`src/rtl/rv32v_types_pkg.sv`:
```
// Shared vector-unit types: element offsets, compress write-back entries and FSM states.
package rv32v_types_pkg;

  localparam int unsigned CWB_OFF_W  = 5;
  localparam int unsigned CWB_DATA_W = 32;

  typedef logic [CWB_OFF_W-1:0] offset_t;

  typedef struct packed {
    offset_t               off;
    logic [CWB_DATA_W-1:0] dat;
  } cwb_entry_t;

  typedef enum logic [1:0] {
    IDLE,
    ACTIVE,
    DRAIN,
    DONE
  } cwb_state_t;

endpackage

```
`src/rtl/cwb_fifo2w1r.sv`:
```
// Dual-write / single-read FIFO; caller compacts pushes so wdata0 is always the first entry.
module cwb_fifo2w1r #(
  parameter  int unsigned DEPTH = 4,
  parameter  int unsigned W     = 37,
  localparam int unsigned AW    = $clog2(DEPTH),
  localparam int unsigned PW    = AW + 1
) (
  input  logic          clk,
  input  logic          rst_n,
  input  logic [1:0]    push_n,
  input  logic [W-1:0]  wdata0,
  input  logic [W-1:0]  wdata1,
  input  logic          pop,
  output logic [W-1:0]  head,
  output logic [PW-1:0] count
);
  logic [W-1:0]  mem_q [DEPTH];
  logic [W-1:0]  mem_d [DEPTH];
  logic [PW-1:0] wptr_q, wptr_d, rptr_q, rptr_d, count_q, count_d;
  logic [PW-1:0] wptr_nxt;

  always_comb begin
    mem_d    = mem_q;
    wptr_nxt = wptr_q + PW'(1);
    if (push_n != 2'd0) mem_d[wptr_q[AW-1:0]]   = wdata0;
    if (push_n == 2'd2) mem_d[wptr_nxt[AW-1:0]] = wdata1;
    wptr_d  = wptr_q + PW'(push_n);
    rptr_d  = pop ? rptr_q + PW'(1) : rptr_q;
    count_d = count_q + PW'(push_n) - PW'(pop);
  end

  always_ff @(posedge clk or negedge rst_n) begin
    if (!rst_n) begin
      for (int unsigned i = 0; i < DEPTH; i++) mem_q[i] <= '0;
      wptr_q  <= '0;
      rptr_q  <= '0;
      count_q <= '0;
    end else begin
      mem_q   <= mem_d;
      wptr_q  <= wptr_d;
      rptr_q  <= rptr_d;
      count_q <= count_d;
    end
  end

  assign head  = mem_q[rptr_q[AW-1:0]];
  assign count = count_q;
endmodule

```
`src/rtl/compress_wb_buffer.sv`:
```
// Compress write-back buffer: queues up to two offset/data pairs per cycle and drains one per cycle to the VRF.
// Optional COMPRESS_WB_PROTO_CHK_EN adds a sticky proto_err output flagging dropped pushes and stray ena.
module compress_wb_buffer
  import rv32v_types_pkg::*;
#(
  parameter int unsigned DEPTH  = 4,
  parameter int unsigned DATA_W = 32,
  parameter int unsigned OFF_W  = 5,
  parameter int unsigned CNT_W  = 6
) (
  input  logic              CLK,
  input  logic              nRST,
  input  logic              ena,
  input  logic [1:0]        wen,
  input  logic [OFF_W-1:0]  woffset0,
  input  logic [OFF_W-1:0]  woffset1,
  input  logic [DATA_W-1:0] wdat0,
  input  logic [DATA_W-1:0] wdat1,
  input  logic              up_done,
  output logic              stall,
  output logic              vrf_wen,
  output logic [OFF_W-1:0]  vrf_woffset,
  output logic [DATA_W-1:0] vrf_wdata,
  input  logic              vrf_ready,
  output logic              busy,
  output logic              drain_done,
`ifdef COMPRESS_WB_PROTO_CHK_EN
  output logic              proto_err,
`endif
  output logic [CNT_W-1:0]  wr_count
);
  localparam int unsigned PW = $clog2(DEPTH) + 1;
  localparam int unsigned EW = OFF_W + DATA_W;

  cwb_state_t        state_q, state_d;
  logic [CNT_W-1:0]  wr_count_q, wr_count_d;
  logic [PW-1:0]     fifo_count;
  logic [EW-1:0]     head, entry0, entry1;
  logic [1:0]        wen_eff, push_n;
  logic              push_ok, pop;

  assign stall   = fifo_count > PW'(DEPTH - 2);
  assign vrf_wen = fifo_count != '0;
  assign pop     = vrf_wen && vrf_ready;
  assign push_ok = (state_q == ACTIVE) && !stall;
  assign wen_eff = push_ok ? wen : 2'b00;
  assign push_n  = {1'b0, wen_eff[0]} + {1'b0, wen_eff[1]};

  // A lone slot-1 push is shifted into the first write lane so the FIFO only ever fills from lane 0 up.
  assign entry0 = wen_eff[0] ? {woffset0, wdat0} : {woffset1, wdat1};
  assign entry1 = {woffset1, wdat1};

  cwb_fifo2w1r #(
    .DEPTH (DEPTH),
    .W     (EW)
  ) u_fifo (
    .clk    (CLK),
    .rst_n  (nRST),
    .push_n (push_n),
    .wdata0 (entry0),
    .wdata1 (entry1),
    .pop    (pop),
    .head   (head),
    .count  (fifo_count)
  );

  assign {vrf_woffset, vrf_wdata} = head;

  always_comb begin
    state_d    = state_q;
    wr_count_d = wr_count_q;
    case (state_q)
      IDLE:    if (ena) state_d = ACTIVE;
      ACTIVE:  if (up_done) state_d = DRAIN;
      DRAIN:   if (fifo_count == '0) state_d = DONE;
      DONE:    state_d = IDLE;
      default: state_d = IDLE;
    endcase
    if ((state_q == IDLE) && ena) wr_count_d = '0;
    else if (pop && (wr_count_q != '1)) wr_count_d = wr_count_q + CNT_W'(1);
  end

  always_ff @(posedge CLK or negedge nRST) begin
    if (!nRST) begin
      state_q    <= IDLE;
      wr_count_q <= '0;
    end else begin
      state_q    <= state_d;
      wr_count_q <= wr_count_d;
    end
  end

  assign busy       = state_q != IDLE;
  assign drain_done = state_q == DONE;
  assign wr_count   = wr_count_q;

`ifdef COMPRESS_WB_PROTO_CHK_EN
  logic proto_err_q, proto_err_d;

  always_comb begin
    proto_err_d = proto_err_q;
    if ((state_q == IDLE) && ena) proto_err_d = 1'b0;
    if (((wen != 2'b00) && (stall || (state_q != ACTIVE))) || (ena && (state_q != IDLE)))
      proto_err_d = 1'b1;
  end

  always_ff @(posedge CLK or negedge nRST) begin
    if (!nRST) proto_err_q <= 1'b0;
    else       proto_err_q <= proto_err_d;
  end

  assign proto_err = proto_err_q;
`endif
endmodule

```
`config.mk`:
```
export PLATFORM = sky130hd
export DESIGN_NAME = compress_wb_buffer
export DESIGN_NICKNAME = d
export VERILOG_FILES = /design/src/rtl/rv32v_types_pkg.sv /design/src/rtl/cwb_fifo2w1r.sv /design/src/rtl/compress_wb_buffer.sv
export SDC_FILE = /design/constraint.sdc
export NUM_CORES = 1
export LEC_CHECK = 0
export BUFFER_PORTS_ARGS = -buffer_cell sky130_fd_sc_hd__clkbuf_2
export CORE_UTILIZATION = 55
export CTS_CLUSTER_SIZE = 30
export DETAILED_ROUTE_END_ITERATION = 6
export GPL_ROUTABILITY_DRIVEN = 0
export PLACE_DENSITY = 0.78
export SETUP_SLACK_MARGIN = 0.5
export SYNTH_ARGS = -nofsm -noshare
export SYNTH_HDL_FRONTEND = slang
export SYNTH_SLANG_ARGS = --single-unit
```
`constraint.sdc`:
```
create_clock -name CLK -period 4.92 [get_ports CLK]
set_input_delay 0.984 -clock CLK [delete_from_list [all_inputs] [get_ports CLK]]
set_output_delay 0.984 -clock CLK [all_outputs]
set_load 0.01 [all_outputs]
```
**Yosys cells after proc, flatten, opt, wreduce, memory -nomap -nowiden**

Cells that the tools add are included.

- Add/subtract/negate cells: 7
- Order comparisons: 6
- Equal/unequal tests: 8
- Mux-type cells: 19
- Bitwise logic cells: 3
- Reduce and logical (&&, ||, !) cells: 14

Operators with widths:

| kind | number |
|---|---|
| bitwise mux 148 bit | 2 |
| 2-to-1 mux 148 bit | 2 |
| 2-to-1 mux 37 bit | 5 |
| demux 37 bit (select 2 bit) | 2 |
| binary-select mux 37 bit (select 2 bit) | 1 |
| 2-to-1 mux 6 bit | 2 |
| greater-or-equal comparator 3 bit (second input constant) | 3 |
| inverter 2 -> 3 bit | 3 |
| 2-to-1 mux 2 bit | 4 |
| case mux 2 bit (4 select lines) | 1 |
| adder 3 x 2 -> 3 bit | 2 |
| adder 6 x 1 -> 6 bit (second input constant) | 1 |
| == test 2 bit (second input constant) | 3 |
| logical AND 1 bit | 6 |
| less-than comparator 3 x 1 -> 1 bit (second input constant) | 2 |
| != test 2 bit (second input constant) | 3 |
| != test 6 bit (second input constant) | 1 |
| nonzero test 2 bit | 3 |
| adder 3 x 1 -> 3 bit (second input constant) | 1 |
| greater-than comparator 3 x 2 -> 1 bit (second input constant) | 1 |
| logical NOT 3 bit | 1 |
| AND reduction 3 bit | 1 |
| nonzero test 3 bit | 1 |
| subtractor 3 x 1 -> 3 bit | 1 |
| other kinds (5) | 5 |

- Register bits after elaboration: 165
- Input bits: 81
- Output and inout port bits: 47
- Word-level logic and storage cells: 66

**Longest topological paths before layout**

- Word-level depth: 9
- Gate-level depth with buffers: 12
- Gate-level depth less buffers: 10

**By module**

From an unflattened synthesis, not the netlist that was laid out.

- Cell total of the unflattened synthesis: 966
- Area total of the unflattened synthesis: 9430.3 µm²

Modules (own cells, without submodules):

| module | times used | cells an instance | area an instance (µm²) | seq. area each (µm²) |
|---|---|---|---|---|
| cwb_fifo2w1r | 1 | 869 | 8339.2 | 3878.7 |
| compress_wb_buffer | 1 | 97 | 1091.0 | 200.2 |

**Worst setup path before layout**

OpenSTA, ideal clock, no wires.

- Path type: input-to-reg
- Start: in wen[0]
- End: reg u_fifo.mem_q[22] (netlist bit)
- Arrival time: 2.596 ns
- Data required time: 4.794 ns
- Path slack: 2.198 ns
- Cell stages on the path: 10
- Buffers on the path: 2
- Cell sequence: nand3b_4 nor2_8 inv_1 ha_1 nand2b_2 a21bo_4 buf_6 buf_6 and2_1 a221o_1

RTL lines:

| what | line | RTL |
|---|---|---|
| start, declared | compress_wb_buffer.sv:14 | `input logic [1:0] wen,` |
| end signal, assigned | cwb_fifo2w1r.sv:39 | `mem_q <= mem_d;` |
| end, declared | cwb_fifo2w1r.sv:17 | `logic [W-1:0] mem_q [DEPTH];` |

**Worst setup path in the final report**

- Start: reg u_fifo.rptr_q[0]
- End: out vrf_wdata[2]

- Longest elaborated chain between the ends: 4

Ends and longest elaborated chain:

| what | line | RTL |
|---|---|---|
| start, declared | cwb_fifo2w1r.sv:19 | `logic [PW-1:0] wptr_q, wptr_d, rptr_q, rptr_d, count_q, count_d;` |
| start signal, assigned | cwb_fifo2w1r.sv:41 | `rptr_q <= rptr_d;` |
| inverter 2 -> 3 bit (not written as such) | cwb_fifo2w1r.sv:46 | `assign head = mem_q[rptr_q[AW-1:0]];` |
| binary-select mux 37 bit (select 2 bit) | cwb_fifo2w1r.sv:46 |  |
| 2-to-1 mux 37 bit (not written as such) (2 in series) | cwb_fifo2w1r.sv:46 |  |
| end, declared | compress_wb_buffer.sv:23 | `output logic [DATA_W-1:0] vrf_wdata,` |

Every way passes these cells. The select of a mux whose other input is x is not followed.

==> metrics.txt <==
status=finished, violations left; failing checks=design-rule violations; Hold Crit Class=flip-flop to flip-flop; Slew HR=0.139; GRT overflow=0; largest net degree at the start of global routing=approximately 110; CTS root buffer=clkbuf_16; Die Span Y=around 130 µm; CP startpoint kind=flip-flop; highest ir drop seen on vdd=~330 µV; Port Buffer Count=~130; Worst setup EP type=output port; FMAX=between 200 and 300 MHz; P_leak=roughly 4.8 nW; Crit Path Max Fanout=22; R2R setup slack=roughly 1.5 ns; flops & latches, synth=163; die width=~130 µm; DP Wirelength=13800 µm; Final #Nets=875; crit path from=u_fifo.rptr_q[0]$_DFFE_PN0P_; routed len/inst=~24 µm; post-layout min period=approximately 3.5 ns; Synth area leader=dfrtp_1; initial antenna violation count=0; TritonCTS clock tree=yes; initial drt markers=around 660; Final Setup Violations=0; Final ANT Viol Nets=0; worst path arrival time=roughly 2.5 ns; area occupied by registers=a little over 0.004 mm²; Core ar.=between 0.01 and 0.015 mm²; clock sink total=between 150 and 200; die area=~0.016 mm²; Post-CTS Hold Buffers=0; RSZ-0062 raised after global routing=false; prevailing post-synth register cell=dfrtp_1; worst slew pin tran=between 1 and 1.5 ns; critical path cell sequence=buf_4 -> mux4_2 -> clkbuf_2; share of cells above drive strength 1=0.284; I/O pins=~130; Post-Syn Instances=between 600 and 700; CP max stage cell=dfrtp_2; CP Class=flip-flop to output port; Synth top area share=0.488; Total Routed Length=23100 µm; first-pass GRT wire length=around 38000 µm; H-tree level count=4; postcts setup bufs=0; ys async rst share=1.00; slowest stage delay, CP=approximately 0.86 ns; pins over their slew limit=0; Post-Syn Nets=769; clock skew=roughly 0.0051 ns; Setup WS pre-CTS=1.22 ns; total global-route track usage=0.309; Area Overhead vs Synth=14.7%; ranking of synthesized cells by area=dfrtp_1, mux4_2, a221o_1; hold path endpoint=u_fifo.mem_q[118]$_DFF_PN0_; maxcap violations=0; Rows=44; post-synth design cell area=between 0.008 and 0.009 mm²; total CTS buffers=17; Fill cells=1109; final hold vios=0; CTS clk-pin slew, worst paths=~0.06 ns; Avg Cell Area, Syn=between 10 and 15 µm²; hold path start=u_fifo.mem_q[118]$_DFF_PN0_; number of synthesized flops with an enable pin=0; CTS resizes=0; clk buf depth=2; final setup margin=1.43 ns; sequential share of the synthesized area=0.488; vias in the first global route=~7000; Starting Density=0.569; DRT Pass-1 Iters=7; R2R Path Start=state_q[1]$_DFFE_PN0P_; DRC errors left=10; worst r2r dst=u_fifo.mem_q[13]$_DFF_PN0_; ant diodes=0; Post-Route Setup TNS=0 ns; worst skew pair latency=~0.42 ns; warnings from Yosys=0; via density per instance=6.71; multi-input logic area=about 0.0039 mm²; Yosys cell types=50; pwr dens=633 mW/mm²; worst reg2reg path depth=11; Worst Path Required=between 3 and 4 ns; final worst path period share=0.710; hold path depth=2; vias=6547
where the power goes:
group	internal, mW	switching [mW]	total, mW
clock network	0.768	0.534	1.30
registers	1.89	0.493	2.38
logic	1.32	1.07	2.39
state kept, by name (all words and copies together), names as in the netlist:
signal	flops
state_q	2
u_fifo.mem_q	148
wr_count	6
u_fifo.count	3
u_fifo.wptr_q	2
u_fifo.rptr_q	2
layout by cell type, fill, tap and decap left out, types with 4 or more instances in the layout:
| master | n |
|---|---|
| dfrtp_1 | 161 |
| clkbuf_2 | 126 |
| nand2_1 | 76 |
| a221o_1 | 74 |
| a22oi_1 | 37 |
| a22o_1 | 37 |
| a21o_1 | 37 |
| mux4_2 | 37 |
| nor2b_1 | 34 |
| and2_0 | 32 |
| clkbuf_16 | 17 |
| inv_1 | 15 |
| ha_1 | 13 |
| buf_4 | 10 |
| xnor2_1 | 7 |
| nor2_1 | 6 |
| and2_1 | 6 |
| clkinv_2 | 5 |
| a21oi_4 | 4 |
| and2b_1 | 4 |
through the flow:
stage / hold slack (ns) / power [mW] / cells / utilization / area [µm²]
after global routing: 0.536 / 6.40 / 976 / 0.652 / 9590
after floorplan: 0.476 / 3.96 / 674 / - / 8360
after detailed placement: 0.500 / 4.74 / 945 / 0.614 / 9020
after CTS: 0.516 / 6.07 / 976 / 0.652 / 9590
final: 0.517 / 6.07 / 976 / 0.652 / 9590
after global placement: 0.490 / 4.62 / 945 / 0.614 / 9020
area by class of cell:
cell class / instances / area share
Clock inverter: 10 / 0.0114
Tap cell: 184 / 0.0240
Multi-Input combinational cell: 446 / 0.410
Inverter: 15 / 0.00587
Timing Repair Buffer: 137 / 0.0748
Sequential cell: 163 / 0.426
Clock buffer: 21 / 0.0480
layer usage:
metal	share of wire	routed length [µm]	global-route usage	vias to the layer above
li1	-	-	-	2781
met4	0.016	361	0.0976	0
met1	0.41	9500	0.416	3362
met3	0.080	1840	0.0659	39
met5	0	0	0	-
met2	0.49	11400	0.504	365
cell usage after synthesis, types with 7 or more instances:
library cell  instances
dfrtp_1             163
nand2_1              76
a221o_1              74
a21o_1               37
a22o_1               37
a22oi_1              37
mux4_2               37
nor2b_1              34
buf_2                33
and2_0               32
inv_1                15
ha_1                 13
buf_6                11
xnor2_1               7
cell families (layout without fill, tap and decap cells):
logic type,Yosys count,in the layout,synth area share
AO/OA/AOI/OAI,204,204,0.214
AND/OR/NAND/NOR,181,181,0.120
flip-flops,163,163,0.488
buffers and inverters,65,183,0.0458
multiplexers,40,40,0.103
adder cells (fa/ha/maj),14,14,0.0219
XOR/XNOR,7,7,0.00733
worst max-delay path: cells and delay by family, from the launching register on:
kind / cells / cell delay [ns]
buffers and inverters: 2 / 0.64
DFF: 1 / 0.86
muxes: 1 / 0.59
how the worst max path moves through the flow:
stage                                  to  slack (ns)  cells after the start
2_1_floorplan  u_fifo.mem_q[22]$_DFF_PN0_        2.20                     10
3_3_place_gp    u_fifo.mem_q[2]$_DFF_PN0_        1.29                     10
3_5_place_dp   u_fifo.mem_q[13]$_DFF_PN0_        1.22                     10
4_1_cts                      vrf_wdata[2]        1.36                      3
5_1_grt                     vrf_wdata[16]        1.25                      3
6_report                     vrf_wdata[2]        1.43                      3
Note: power is estimated with default switching activity, not from simulation.
